`src/rtl/fan_pkg.sv`:
```
// Shared constants and helpers for the fan speed monitor.
// Contents:
//   MAX_SPEED_W   - widest speed value the helpers support
//   MAX_FANS      - widest fan select vector the one-hot check accepts
//   STALL_WINDOWS - consecutive zero-speed windows before a fan is flagged as stalled
//   speed_err()   - all-ones error/idle pattern for a given speed width (SPEED_ERR)
//   is_one_hot()  - true when exactly one select bit is set
package fan_pkg;

    localparam int unsigned MAX_SPEED_W   = 32;
    localparam int unsigned MAX_FANS      = 16;
    localparam int unsigned STALL_WINDOWS = 2;

    // All-ones pattern of the requested width, zero-extended to MAX_SPEED_W.
    function automatic logic [MAX_SPEED_W-1:0] speed_err(input int unsigned width);
        logic [MAX_SPEED_W-1:0] v;
        v = '0;
        for (int unsigned i = 0; i < MAX_SPEED_W; i++) begin
            if (i < width) begin
                v[i] = 1'b1;
            end
        end
        return v;
    endfunction

    // Exactly one bit set: non-zero and clearing the lowest set bit leaves zero.
    function automatic logic is_one_hot(input logic [MAX_FANS-1:0] v);
        return (v != '0) && ((v & (v - MAX_FANS'(1))) == '0);
    endfunction

endpackage

```
`src/rtl/fan_tach_counter.sv`:
```
// One tachometer channel: 2-flop synchroniser, rising-edge detector,
// saturating pulse counter and per-window latched speed.
// Optional feature macro: FAN_STALL_DETECT_EN adds the stall flag.
// Ports:
//   clk, rst_n - clock, asynchronous active-low reset
//   tach       - raw asynchronous tachometer input
//   terminal   - high in the last cycle of a measurement window
//   speed      - speed latched at the end of the previous window
//   stall      - (FAN_STALL_DETECT_EN only) latched speed zero for STALL_WINDOWS windows
module fan_tach_counter
    import fan_pkg::*;
#(
    parameter int unsigned SPEED_W = 8
) (
    input  logic               clk,
    input  logic               rst_n,
    input  logic               tach,
    input  logic               terminal,
    output logic [SPEED_W-1:0] speed
`ifdef FAN_STALL_DETECT_EN
    ,
    output logic               stall
`endif
);

    localparam logic [SPEED_W-1:0] SPEED_MAX = SPEED_W'(speed_err(SPEED_W));

    logic               sync1;
    logic               sync2;
    logic               prev;
    logic               pulse_c;
    logic [SPEED_W-1:0] count;
    logic [SPEED_W-1:0] count_next_c;

    // Edge pulse is high for one cycle, three cycles after tach rises.
    assign pulse_c      = sync2 & ~prev;
    assign count_next_c = (pulse_c && (count != SPEED_MAX)) ? count + SPEED_W'(1) : count;

    // Synchroniser, edge history, counter and window latch.
    always_ff @(posedge clk or negedge rst_n) begin
        if (!rst_n) begin
            sync1 <= 1'b0;
            sync2 <= 1'b0;
            prev  <= 1'b0;
            count <= '0;
            speed <= '0;
        end else begin
            sync1 <= tach;
            sync2 <= sync1;
            prev  <= sync2;
            if (terminal) begin
                // An edge landing in the terminal cycle still belongs to this window.
                speed <= count_next_c;
                count <= '0;
            end else begin
                count <= count_next_c;
            end
        end
    end

`ifdef FAN_STALL_DETECT_EN
    localparam int unsigned ZW = $clog2(STALL_WINDOWS + 1);

    logic [ZW-1:0] zero_windows;

    // Counts consecutive zero-speed windows, saturating at STALL_WINDOWS.
    always_ff @(posedge clk or negedge rst_n) begin
        if (!rst_n) begin
            zero_windows <= '0;
            stall        <= 1'b0;
        end else if (terminal) begin
            if (count_next_c == '0) begin
                if (zero_windows != ZW'(STALL_WINDOWS)) begin
                    zero_windows <= zero_windows + ZW'(1);
                end
                stall <= (zero_windows >= ZW'(STALL_WINDOWS - 1));
            end else begin
                zero_windows <= '0;
                stall        <= 1'b0;
            end
        end
    end
`endif

endmodule

```
`src/rtl/fan_speed_monitor.sv`:
```
// Multi-channel fan tachometer monitor. Counts tach pulses per fan over a
// fixed window, latches the counts as speeds, and serves registered reads
// selected by a one-hot fan select.
// Optional feature macro: FAN_STALL_DETECT_EN adds the stall output.
// Ports:
//   clk, rst_n    - clock, asynchronous active-low reset
//   tach          - asynchronous tach inputs, one per fan
//   fan_selection - one-hot fan select for reads
//   read          - read request, sampled every cycle
//   speed_out     - registered speed (all-ones when idle or on bad select)
//   read_valid    - speed_out holds a reading this cycle
//   sel_error     - last sampled read had a non-one-hot select
//   window_done   - one-cycle pulse when new speeds have been latched
//   stall         - (FAN_STALL_DETECT_EN only) per-fan stall flags
module fan_speed_monitor
    import fan_pkg::*;
#(
    parameter int unsigned NUM_FANS      = 4,
    parameter int unsigned SPEED_W       = 8,
    parameter int unsigned WINDOW_CYCLES = 1000000
) (
    input  logic                clk,
    input  logic                rst_n,
    input  logic [NUM_FANS-1:0] tach,
    input  logic [NUM_FANS-1:0] fan_selection,
    input  logic                read,
    output logic [SPEED_W-1:0]  speed_out,
    output logic                read_valid,
    output logic                sel_error,
    output logic                window_done
`ifdef FAN_STALL_DETECT_EN
    ,
    output logic [NUM_FANS-1:0] stall
`endif
);

    localparam int unsigned        WIN_W     = (WINDOW_CYCLES > 1) ? $clog2(WINDOW_CYCLES) : 1;
    localparam logic [WIN_W-1:0]   WIN_LAST  = WIN_W'(WINDOW_CYCLES - 1);
    localparam logic [SPEED_W-1:0] SPEED_ERR = SPEED_W'(speed_err(SPEED_W));

    logic [WIN_W-1:0]   win_count;
    logic               terminal_c;
    logic               one_hot_c;
    logic [SPEED_W-1:0] sel_speed_c;
    logic [SPEED_W-1:0] speeds [NUM_FANS];

    assign terminal_c = (win_count == WIN_LAST);
    assign one_hot_c  = is_one_hot(MAX_FANS'(fan_selection));

    // Window counter: 0..WINDOW_CYCLES-1, restarts from 0 after reset.
    always_ff @(posedge clk or negedge rst_n) begin
        if (!rst_n) begin
            win_count   <= '0;
            window_done <= 1'b0;
        end else begin
            win_count   <= terminal_c ? '0 : win_count + WIN_W'(1);
            window_done <= terminal_c;
        end
    end

    for (genvar g = 0; g < NUM_FANS; g++) begin : g_chan
        fan_tach_counter #(
            .SPEED_W (SPEED_W)
        ) u_chan (
            .clk      (clk),
            .rst_n    (rst_n),
            .tach     (tach[g]),
            .terminal (terminal_c),
            .speed    (speeds[g])
`ifdef FAN_STALL_DETECT_EN
            ,
            .stall    (stall[g])
`endif
        );
    end

    // OR of selected channels; only used when the select is one-hot.
    always_comb begin
        sel_speed_c = '0;
        for (int unsigned i = 0; i < NUM_FANS; i++) begin
            if (fan_selection[i]) begin
                sel_speed_c = sel_speed_c | speeds[i];
            end
        end
    end

    // Read port: one-cycle latency; sel_error holds while idle.
    always_ff @(posedge clk or negedge rst_n) begin
        if (!rst_n) begin
            speed_out  <= SPEED_ERR;
            read_valid <= 1'b0;
            sel_error  <= 1'b0;
        end else if (read) begin
            read_valid <= 1'b1;
            if (one_hot_c) begin
                speed_out <= sel_speed_c;
                sel_error <= 1'b0;
            end else begin
                speed_out <= SPEED_ERR;
                sel_error <= 1'b1;
            end
        end else begin
            speed_out  <= SPEED_ERR;
            read_valid <= 1'b0;
        end
    end

endmodule

```
`config.mk`:
```
export PLATFORM = sky130hd
export DESIGN_NAME = fan_speed_monitor
export DESIGN_NICKNAME = d
export VERILOG_FILES = /design/src/rtl/fan_pkg.sv /design/src/rtl/fan_tach_counter.sv /design/src/rtl/fan_speed_monitor.sv
export SDC_FILE = /design/constraint.sdc
export NUM_CORES = 1
export LEC_CHECK = 0
export BUFFER_PORTS_ARGS = -buffer_cell sky130_fd_sc_hd__clkbuf_2
export CAP_MARGIN = 25
export CORE_ASPECT_RATIO = 0.75
export CORE_MARGIN = 4
export CORE_UTILIZATION = 45
export DETAILED_ROUTE_END_ITERATION = 7
export GPL_ROUTABILITY_DRIVEN = 0
export PLACE_DENSITY = 0.62
export SLEW_MARGIN = 20
export SYNTH_ARGS = -nofsm -noshare
export SYNTH_HDL_FRONTEND = slang
export SYNTH_SLANG_ARGS = --single-unit
```
`constraint.sdc`:
```
create_clock -name clk -period 2.2 [get_ports clk]
set_input_delay 0.11 -clock clk [delete_from_list [all_inputs] [get_ports clk]]
set_output_delay 0.11 -clock clk [all_outputs]
set_load 0.03 [all_outputs]
```
[Word-level counts from Yosys, hierarchy flattened]
Cells that the tools add are included.
Storage, ports and cells
  bits of input ports: 11
  flip-flop bits (word level): 107
  word-level logic and storage cells: 72
Operators by class
  equal/unequal tests: 5
  multiplexer cells: 17
  bitwise operators: 12
  reduce and logical (&&, ||, !) cells: 7
  add/subtract/negate cells: 6
Operators by type and width (number)
  8-bit 2-to-1 mux: 14
  8-bit by 1-bit adder with 8-bit output, second input constant: 4
  8-bit inequality test, second input constant: 4
  8-bit bitwise OR: 3
  20-bit by 1-bit adder with 20-bit output, second input constant: 1
  20-bit equality test, second input constant: 1
  20-bit 2-to-1 mux: 1
  4-bit by 16-bit bitwise AND with 16-bit output: 1
  16-bit logical NOT: 1
  1-bit logical AND: 5
  4-bit by 1-bit subtractor with 5-bit output, second input constant: 1
  1-bit bitwise AND: 4
  1-bit NOT: 4
  4-bit nonzero test: 1
  1-bit 2-to-1 mux: 2

[Longest topological paths before layout]
  depth after elaboration: 9
  gate-level depth with buffers: 8
  depth with buffers taken out: 6

[Modules after synthesis]
From an unflattened synthesis, not the netlist that was laid out.
Second synthesis, totals
  cells, all modules: 432
  area total of the unflattened synthesis: 4777.1 um2
By module, submodules not included
  fan_tach_counter: instances 4, cells each 72, area each 817.0 um2, sequential area each 475.5 um2
  fan_speed_monitor: instances 1, cells each 144, area each 1508.9 um2, sequential area each 785.8 um2

[Worst setup path after synthesis]
OpenSTA, ideal clock, no wires.
  path kind: reg-to-reg
  start: register win_count[12]
  end: register g_chan[1].u_chan.speed[2]
  data required time: 2.076 ns
  slack: -0.184 ns
  arrival time: 2.259 ns
  stages on the path, launching flop included: 9
  buffers on the path: 3
  cell sequence: dfrtp_1 or4_1 or4_1 or3_1 buf_2 buf_6 buf_6 nand2_1 o21ai_1
Between the ends
  cells in the longest elaborated chain, start to end: 1
Ends and longest elaborated chain
  start: declaration: RTL line fan_speed_monitor.sv:41  | logic [WIN_W-1:0] win_count;
  start signal: assignment: RTL line fan_speed_monitor.sv:56  | win_count <= terminal_c ? '0 : win_count + WIN_W'(1);
  20-bit equality test: RTL line fan_speed_monitor.sv:47  | assign terminal_c = (win_count == WIN_LAST);
  end signal: assignment: RTL line fan_tach_counter.sv:53  | speed <= count_next_c;
  end: declaration: RTL line fan_tach_counter.sv:19  | output logic [SPEED_W-1:0] speed
No other way between the ends.
A chain may end at the register's enable or synchronous reset.

[Worst setup path after layout]
  start: register win_count[11]
  end: register g_chan[3].u_chan.speed[6]
Between the ends
  cells in the longest elaborated chain, start to end: 1
Ends and longest elaborated chain (RTL line)
  20-bit equality test: fan_speed_monitor.sv:47
  end signal: assignment: fan_tach_counter.sv:53
  end: declaration: fan_tach_counter.sv:19
No other way between the ends.

==> results.cfg <==
[worst_setup_path]
criticalPathCategory = reg2reg
worstPathMaxFanout = 8
arrival_ps = 2660
rr_worst_depth = 7
r2r-start = win_count[11]$_DFF_PN0_
critPathLaunchType = register
required_ps = 2440
startpoint = win_count[11]$_DFF_PN0_
critPathSlowestCell = or4b_4
crit_path_end_kind = register
crit_path_cell_trace = or4b_4 -> or4_4 -> or3_4 -> buf_12 -> buf_16 -> nand2_2 -> o21ai_1
crit_path_max_incr_delay_ps = 530

[synth]
syn-num-nets = 448
yosys_warnings = 0
netlist_area_sq_mm = 0.00455
synth_seq_cells = 107
syn_inst = 432
synth-seq-area-share = 0.590
syn_avg_cell_area_sq_um = 10.5
yosysUniqueCellTypes = 37

[timing]
setup_slack_ps = -225
rsz0062_at_grt = true
worst_pin_slew_ps = 599
maxSlewHeadroom = 0.597
finalCritPeriodShare = 1.10
finalCriticalPeriod_ps = 2420
drv_slew = 0
finalHoldViolations = 0
setup_viol = 75
fmax_mhz = 412
finalClockSkew_ps = 12.8

[route]
drt-total-wl_mm = 9.68
route.detailed.drc = 0
avgViaCountPerCell = 5.46
ant_nets = 0
wl_per_cell_um = 15.9
vias = 3325
first_iter_violations = 327
first_pass_iters = 5

[worst_hold_path]
hp-class = in2reg
min_from = fan_selection[2]
holdPathStages = 3

[clock_tree]
cts_buffers = 9
clock_latency_ps = 350
cts.sinks = 107
clkTransAtPathRegs_ps = 70
clk_path_buf_depth = 2
cts_root_buffer = clkbuf_16
cts.htree.levels = 3
cts_tree = yes

[layout]
nNetsFinal = 488
num-fill-cells = 836
area_growth_pct = 21.6
drive_above_1_share = 0.210
antennaDiodeCount = 0
final_util = 0.566
layout.cells.non_filler = 609

[floorplanning]
die_x_um = 124
rows = 31
start_util = 0.466
core_area_sq_mm = 0.00977
die_h_um = 95.1
dieArea_sq_mm = 0.0118
io_pins = 22

[power_and_ir_drop]
p_leak_nw = 2.45
peakVddDrop_uv = 421
power.density_mw_per_mm2 = 888

[run_status]
violations = setup timing
outcome = finished with violations

[placement]
pre_cts_ws_ps = -292
placed_cells = 582
port_buffers = 21
hpwl_mm = 6.25

[global_route]
grt_pass1_wl_mm = 16.1
overflow = 0
grt_max_degree = 48
grt_pass1_vias = 3197
antenna_found_initial = 0
grtUsageTotal = 0.178

[flow_run]
max_cap_viol_count = 0
layout by cell type (no fill, tap or decap), types with 10 or more instances in the layout:
master	Yosys	layout
buf_4	1	12
nand3_1	42	40
a22oi_1	16	16
nand2_1	55	44
o21ai_1	31	18
clkbuf_2	0	20
xor2_1	12	12
nor2_1	45	45
o21ai_0	15	13
xnor2_1	14	14
nand2_2	0	10
mux2i_1	16	16
dfrtp_1	99	99
o21ai_2	0	14
cell families after synthesis:
kind of cell    count (synthesis)  share of synthesized area
fa+ha+maj                       5                     0.0137
compound gates                 70                     0.0901
mux                            16                     0.0352
buf+inv                        21                     0.0266
flops                         107                      0.590
simple gates                  187                      0.194
xor+xnor                       26                     0.0500
stage by stage:
step	setup TNS, ps	hold slack [ps]	area (sq um)	total power [W]
floorplan	-3810	-186	4580	0.00290
global placement	-10770	153	4880	0.00311
detailed placement	-15950	154	4880	0.00316
CTS	-13360	169	5480	0.00497
global route	-16740	196	5540	0.00518
finish	-12830	192	5540	0.00492
worst max-delay path, delay by kind of cell (launching register included):
family / cells / cell delay [ps]
and+or+nand+nor: 4 / 1550
DFF: 1 / 390
AOI/OAI and AO/OA: 1 / 50
buffers and inverters: 2 / 320
cell usage after synthesis (all sizes together):
library cell | n | area share
or4b | 1 | 0.0022
o311ai | 1 | 0.0019
nor2b | 4 | 0.0055
ha | 5 | 0.014
mux2i | 16 | 0.035
inv | 2 | 0.0016
and2 | 5 | 0.0069
nor2 | 45 | 0.037
dfstp | 8 | 0.046
o21ai | 46 | 0.051
clkbuf | 7 | 0.0058
nand2b | 7 | 0.0096
xnor2 | 14 | 0.027
o21a | 1 | 0.0016
and3 | 5 | 0.0069
buf | 12 | 0.019
a21oi | 1 | 0.0011
a22oi | 16 | 0.026
a21boi | 1 | 0.0016
or3 | 1 | 0.0014
nor3 | 3 | 0.0033
nand2 | 55 | 0.045
o31ai | 1 | 0.0016
dfrtp | 99 | 0.54
xor2 | 12 | 0.023
o41ai | 1 | 0.0019
o211ai | 1 | 0.0016
nor4 | 2 | 0.0027
or4 | 2 | 0.0033
nand3 | 42 | 0.046
nand4 | 9 | 0.012
a21o | 1 | 0.0016
and4 | 6 | 0.012
where the power goes:
part | leakage, nW | internal, W | switching [W]
clock network | 0.159 | 0.00102 | 0.000749
logic | 0.908 | 0.000257 | 0.000434
registers | 1.38 | 0.00221 | 0.000252
total | 2.45 | 0.00348 | 0.00144
what timing repair did:
| action | in CTS | in global routing |
|---|---|---|
| endpoints found under the setup margin | 75 | 75 |
| gates cloned | 4 | 0 |
| pin swaps | 13 | 2 |
| buffers inserted | 1 | 0 |
| hold endpoints to repair | 47 | 0 |
| gates resized for setup | 22 | 18 |
| hold buffers | 6 | 0 |
registers in the layout, indices dropped and copies added (netlist names), 4 cells and up:
signal               count
g_chan.u_chan.count     32
win_count               20
g_chan.u_chan.sync1      4
g_chan.u_chan.speed     32
g_chan.u_chan.sync2      4
g_chan.u_chan.prev       4
speed_out                8
path summary, 6_finish.rpt:
check / to / slack (ps)
setup reg to reg: g_chan[3].u_chan.speed[6]$_DFFE_PN0P_ / -220
setup / recovery: g_chan[3].u_chan.speed[6]$_DFFE_PN0P_ / -220
hold / removal: speed_out[6]$_DFF_PN1_ / 190
max in group asynchronous: speed_out[6]$_DFF_PN1_ / 1190
hold reg to reg: g_chan[2].u_chan.sync2$_DFF_PN0_ / 350
min in group asynchronous: g_chan[3].u_chan.count[6]$_DFF_PN0_ / 300
cell type report:
class                      count  area, sq um  share of cell area
timing repair buffer          48          472              0.0852
clock inverter                 7          105              0.0190
sequential                   107         2690               0.485
inverter                       2         7.51             0.00136
multi-input combinational    304         1870               0.339
tap                          132          165              0.0298
clock buffer                   9          225              0.0407
per-layer routing:
metal  routed length (um)  global-route usage  vias up
met4                   83              0.0328        0
met1                 4840               0.261     1646
met2                 4220               0.265       80
met5                    0                   0        -
met3                  542              0.0546        8
li1                     -                   -     1591
Power figures use the tool's default switching activity.
